`config.mk`:
```
export PLATFORM = sky130hd
export DESIGN_NAME = seq_det_rate_monitor
export DESIGN_NICKNAME = d
export VERILOG_FILES = /design/src/rtl/seq_det_rate_monitor.sv
export SDC_FILE = /design/constraint.sdc
export NUM_CORES = 1
export LEC_CHECK = 0
export ABC_AREA = 1
export ABC_CLOCK_PERIOD_IN_PS = 2700
export BUFFER_PORTS_ARGS = -buffer_cell sky130_fd_sc_hd__buf_4
export CORE_MARGIN = 4
export CORE_UTILIZATION = 30
export DETAILED_ROUTE_END_ITERATION = 10
export HOLD_SLACK_MARGIN = 0.02
export PLACE_DENSITY = 0.6
export RECOVER_POWER = 100
export SLEW_MARGIN = 5
export SYNTH_ARGS = -nofsm -noshare
export SYNTH_HDL_FRONTEND = slang
export SYNTH_SLANG_ARGS = --single-unit
```
`constraint.sdc`:
```
create_clock -name clk -period 2.7 [get_ports clk]
set_clock_uncertainty 0.15 [all_clocks]
set_input_delay 0.135 -clock clk [delete_from_list [all_inputs] [get_ports clk]]
set_output_delay 0.135 -clock clk [all_outputs]
set_load 0.02 [all_outputs]
```
`src/rtl/seq_det_rate_monitor.sv`:
```
// seq_det_rate_monitor
//   Counts "101" detections (det_in pulses from the sequence detector) over
//   fixed windows of counting cycles, keeps a saturating lifetime total and
//   raises a level alarm when a completed window reaches a threshold.
//
// Ports
//   clk       in   clock, all state on posedge
//   rst       in   synchronous reset, active-high, highest priority
//   en        in   monitor enable; low returns to IDLE and drops the partial window
//   det_in    in   detector output, one-cycle pulse per detection
//   win_len   in   [WIN_W] window length in counting edges (0 = 2^WIN_W),
//                  sampled at every window start
//   thresh    in   [CNT_W] alarm threshold, 0 disables the alarm
//   clr       in   synchronous clear of counters and alarm
//   win_cnt   out  [CNT_W] detections so far in the current window
//   last_cnt  out  [CNT_W] final count of the latest completed window
//   win_done  out  one-cycle pulse after a window completes
//   alarm     out  high while the latest completed window met thresh
//   total     out  [TOT_W] lifetime detection count, saturating
//
// state    | meaning
// ---------+-----------------------------------------------------------
// ST_IDLE  | not counting; next enabled edge starts a window
// ST_RUN   | counting; last completed window was below threshold
// ST_ALARM | counting; last completed window met threshold
module seq_det_rate_monitor #(
  parameter int WIN_W = 8,
  parameter int CNT_W = 8,
  parameter int TOT_W = 16
) (
  input  logic             clk,
  input  logic             rst,
  input  logic             en,
  input  logic             det_in,
  input  logic [WIN_W-1:0] win_len,
  input  logic [CNT_W-1:0] thresh,
  input  logic             clr,
  output logic [CNT_W-1:0] win_cnt,
  output logic [CNT_W-1:0] last_cnt,
  output logic             win_done,
  output logic             alarm,
  output logic [TOT_W-1:0] total
);

  localparam logic [1:0] ST_IDLE  = 2'd0;
  localparam logic [1:0] ST_RUN   = 2'd1;
  localparam logic [1:0] ST_ALARM = 2'd2;

  localparam logic [CNT_W-1:0] CNT_MAX = '1;
  localparam logic [TOT_W-1:0] TOT_MAX = '1;

  logic [1:0]       state_q, state_d;
  // Remaining counting edges in the window minus one; the window ends on the
  // edge where it reads zero. Loading win_len-1 makes win_len=0 wrap to
  // all-ones, which gives the 2^WIN_W window for free.
  logic [WIN_W-1:0] rem_q, rem_d;
  logic [CNT_W-1:0] win_cnt_q, win_cnt_d;
  logic [CNT_W-1:0] last_cnt_q, last_cnt_d;
  logic [TOT_W-1:0] total_q, total_d;
  logic             win_done_q, win_done_d;
  logic             alarm_q, alarm_d;

  logic [WIN_W-1:0] rem_load;
  logic [CNT_W-1:0] win_cnt_nxt;
  logic [TOT_W-1:0] total_nxt;

  assign rem_load = win_len - WIN_W'(1);

  // Window count including this edge's detection, saturating.
  assign win_cnt_nxt = (det_in && (win_cnt_q != CNT_MAX)) ? win_cnt_q + CNT_W'(1) : win_cnt_q;
  assign total_nxt   = (det_in && (total_q != TOT_MAX)) ? total_q + TOT_W'(1) : total_q;

  always_comb begin
    state_d    = state_q;
    rem_d      = rem_q;
    win_cnt_d  = win_cnt_q;
    last_cnt_d = last_cnt_q;
    total_d    = total_q;
    win_done_d = 1'b0;
    alarm_d    = alarm_q;

    if (clr) begin
      win_cnt_d  = '0;
      last_cnt_d = '0;
      total_d    = '0;
      rem_d      = '0;
      alarm_d    = 1'b0;
      if (en) begin
        state_d = ST_RUN;
        rem_d   = rem_load;
      end else begin
        state_d = ST_IDLE;
      end
    end else if (!en) begin
      state_d   = ST_IDLE;
      win_cnt_d = '0;
      rem_d     = '0;
      alarm_d   = 1'b0;
    end else begin
      case (state_q)
        ST_IDLE: begin
          state_d = ST_RUN;
          rem_d   = rem_load;
        end
        ST_RUN, ST_ALARM: begin
          total_d = total_nxt;
          if (rem_q == '0) begin
            last_cnt_d = win_cnt_nxt;
            win_cnt_d  = '0;
            rem_d      = rem_load;
            win_done_d = 1'b1;
            if ((thresh != '0) && (win_cnt_nxt >= thresh)) begin
              state_d = ST_ALARM;
              alarm_d = 1'b1;
            end else begin
              state_d = ST_RUN;
              alarm_d = 1'b0;
            end
          end else begin
            win_cnt_d = win_cnt_nxt;
            rem_d     = rem_q - WIN_W'(1);
          end
        end
        default: begin
          state_d   = ST_IDLE;
          win_cnt_d = '0;
          rem_d     = '0;
          alarm_d   = 1'b0;
        end
      endcase
    end
  end

  always_ff @(posedge clk) begin
    if (rst) begin
      state_q    <= ST_IDLE;
      rem_q      <= '0;
      win_cnt_q  <= '0;
      last_cnt_q <= '0;
      total_q    <= '0;
      win_done_q <= 1'b0;
      alarm_q    <= 1'b0;
    end else begin
      state_q    <= state_d;
      rem_q      <= rem_d;
      win_cnt_q  <= win_cnt_d;
      last_cnt_q <= last_cnt_d;
      total_q    <= total_d;
      win_done_q <= win_done_d;
      alarm_q    <= alarm_d;
    end
  end

  assign win_cnt  = win_cnt_q;
  assign last_cnt = last_cnt_q;
  assign win_done = win_done_q;
  assign alarm    = alarm_q;
  assign total    = total_q;

endmodule
```
==> results.ini <==
[power_and_ir_drop]
swShare = 0.291
ir_worst_vdd_mv = 0.219
combinationalPowerShare = 0.185
power_frac_clock = 0.323
p_switching_uw = 396
p_int_uw = 963
finalPower_mw = 1.36
pwr-share-seq = 0.493
p_leak_nw = 1.46
powerDensity_nw_per_um2 = 393

[finish]
final_nets = 531
diodes = 0
area_growth_pct = 19.9
drive_above_1_share = 0.125
postLayoutCoreUtil = 0.373

[sta]
fmax_mhz = 405
post-route-period-util = 0.914
finalMaxSlewViolations = 0
max_slew_margin = 0.542
finalHoldViolCount = 0
worst_pin_slew_ns = 0.687
setup_viol = 0
min_period_ns = 2.47

[die]
rows = 35
dieArea_um2 = 11300
fp.coreArea_um2 = 9280
die_w_um = 106
start_util = 0.311
die_h_um = 106
ioPinCount = 55

[detailed_routing]
dr.pass1.iters = 4
num_vias = 2838
antenna_left = 0
drt_iter0_drc = 126
drc_errors = 0
viasPerCell = 4.54
wl_per_cell_um = 11.9
totalWireLength_um = 7470

[global_route]
grt_pass1_wl_um = 12500
track_usage = 0.135
grt_max_degree = 17
grt_pass1_vias = 2648
overflow = 0
antenna_found_initial = 0

[placement]
gp_congestion = 0.890
hpwl_um = 5760
io_buffers = 54

[synth]
ys.warnings.count = 0
synth_area_um2 = 2890
synthesis.nets = 468
synth_edf_count = 0
synth_seq_cells = 44
ys.flop_type = dfxtp_1
postSynth.asyncResetShare = 0
synth_cell_types = 32
seq_area_frac_synth = 0.305
synth_area_per_cell_um2 = 6.68
synthCells = 432

[setup_path]
critPathBufInv = 3
criticalPathCategory = flop to flop
cpLargestDelayFamily = simple AND/OR/NAND/NOR gates
cp_slowest_cell = dfxtp_1
critPathRequiredTime_ns = 2.78
start_kind = flop
worstPathMaxFanout = 11
worstPathArrival_ns = 2.55
critPathMostFrequentCell = nand2_1
path_cells = ha_1 -> inv_2 -> nor2_4 -> nand2_1 -> nand2_4 -> inv_6 -> nand2_1 -> nand2_1 -> inv_2 -> ha_1 -> nand2_1 -> nor2_1 -> nor2_1 -> nand2_1 -> nand2_1 -> nand2_1 -> nand2_1 -> nand2_1 -> nand2_1 -> nand2_1 -> a21oi_1
cp_slowest_stage_delay_ns = 0.32
cp-end-kind = flop

[clocking]
clock-root-buffer = clkbuf_8
post_cts.repair.setup_buffers = 0
cts_tree = done
clk_transition_reported_paths_ns = 0.08
cts_max_level = 2
numCtsBuffers = 5
clock_latency_ns = 0.29
numClockSinks = 44
clk_path_buf_depth = 2

[job]
maxCapViolCount = 0

[worst_hold_path]
hp-class = primary input to flop

[run_status]
outcome = finished, final reports clean

==> path summary, 6_finish.rpt <==
kind / startpoint / to / slack [ns] / cells past startpoint
min reg2reg: win_cnt[7]$_SDFFE_PP0N_ / win_cnt[7]$_SDFFE_PP0N_ / 0.34 / 2
min: clr / state_q[1]$_SDFFE_PP0P_ / 0.05 / 4
max: win_cnt[0]$_SDFFE_PP0N_ / state_q[0]$_SDFFE_PP0P_ / 0.23 / 21
max reg2reg: win_cnt[0]$_SDFFE_PP0N_ / state_q[0]$_SDFFE_PP0P_ / 0.23 / 21
==> sequential cells by signal, summed over array words and instances, names as in the netlist <==
register  flops
total        16
last_cnt      8
rem_q         8
win_cnt       8
state_q       2
alarm         1
win_done      1
==> cell usage after synthesis (2+ instances only) <==
master | count | area, µm²
nor3_1 | 6 | 30.0
nand4_1 | 8 | 50.1
nand2_1 | 115 | 432
nor2_1 | 30 | 113
buf_6 | 3 | 33.8
nor2_4 | 3 | 33.8
o211ai_1 | 4 | 30.0
ha_1 | 15 | 188
o21a_1 | 3 | 22.5
xor2_1 | 15 | 131
clkbuf_1 | 3 | 11.3
inv_1 | 57 | 214
nor2_2 | 2 | 12.5
o21ai_0 | 21 | 105
dfxtp_1 | 44 | 881
xnor2_1 | 8 | 70.1
a31oi_1 | 2 | 12.5
buf_2 | 2 | 10.0
a21oi_2 | 2 | 17.5
inv_2 | 7 | 26.3
nand3_1 | 24 | 120
nor3_2 | 3 | 30.0
nand2_2 | 8 | 50.1
o21ai_1 | 3 | 15.0
a21oi_1 | 37 | 185
==> layer usage <==
metal	routed length (µm)	GRT usage	vias up
met5	0	0	-
met1	3590	0.178	1261
li1	-	-	1504
met4	95	0.0379	0
met2	3460	0.229	65
met3	318	0.0213	8
==> cells in the final DEF (no fill, tap or decap), types with 8 or more instances in the layout <==
master      n
clkbuf_1   34
a21oi_1    37
inv_1      59
nand3_1    24
xor2_1     15
nor2_1     31
xnor2_1     8
nand2_1   116
dfxtp_1    43
nand4_1     8
ha_1       15
buf_4      27
o21ai_0    20
==> metrics by stage <==
step	hold WS [ns]	instance area [µm²]	std cells	TNS, ns	setup slack [ns]
6_report	0.0503	3460	625	0	0.231
3_3_place_gp	0.228	3450	614	0	0.223
5_1_grt	0.0515	3460	625	-0.00679	-0.00679
3_5_place_dp	0.232	3450	614	0	0.170
2_1_floorplan	0.204	2890	432	0	0.0967
4_1_cts	0.0354	3570	625	0	0.147
==> worst reg2reg max path, cell delays in order, from the launching register on <==
cell     delay (ns)
dfxtp_1        0.32
ha_1           0.23
inv_2          0.09
nor2_4         0.05
nand2_1        0.12
nand2_4        0.10
inv_6          0.11
nand2_1        0.06
nand2_1        0.11
inv_2          0.06
ha_1           0.29
nand2_1        0.08
nor2_1         0.05
nor2_1         0.08
nand2_1        0.06
nand2_1        0.05
nand2_1        0.07
nand2_1        0.07
nand2_1        0.05
nand2_1        0.06
nand2_1        0.05
a21oi_1        0.10
==> area by class of cell <==
| type | count | area [µm²] |
|---|---|---|
| inverter | 65 | 250 |
| fill | 1033 | 5820 |
| clock buffer | 8 | 90.1 |
| multi-input combinational | 315 | 1710 |
| tap | 129 | 161 |
| sequential | 44 | 882 |
| timing repair buffer | 64 | 365 |
==> power by group through the flow <==
stage          clock network, mW  logic [mW]  registers (mW)
6_report                   0.438       0.251           0.669
5_1_grt                    0.495       0.286           0.672
4_1_cts                    0.454       0.260           0.670
3_5_place_dp                   0       0.255           0.685
3_3_place_gp                   0       0.252           0.685
2_1_floorplan                  0       0.178           0.687
==> what timing repair did <==
| action | in CTS | in global routing |
|---|---|---|
| endpoints found under the setup margin | 0 | 3 |
| endpoints found under the hold margin | 6 | 0 |
| gates resized for setup | 0 | 9 |
| hold buffers | 3 | 0 |
==> kinds of logic (layout without fill, tap and decap cells) <==
kind of cell | count (synthesis) | count (layout) | share of synthesized area
AO/OA/AOI/OAI | 73 | 73 | 0.137
AND/OR/NAND/NOR | 204 | 204 | 0.319
buffers and inverters | 73 | 137 | 0.104
XOR/XNOR | 23 | 23 | 0.0698
flip-flops | 44 | 44 | 0.305
adder cells (fa/ha/maj) | 15 | 15 | 0.0650
No activity file was read; power rests on OpenSTA's default activity.
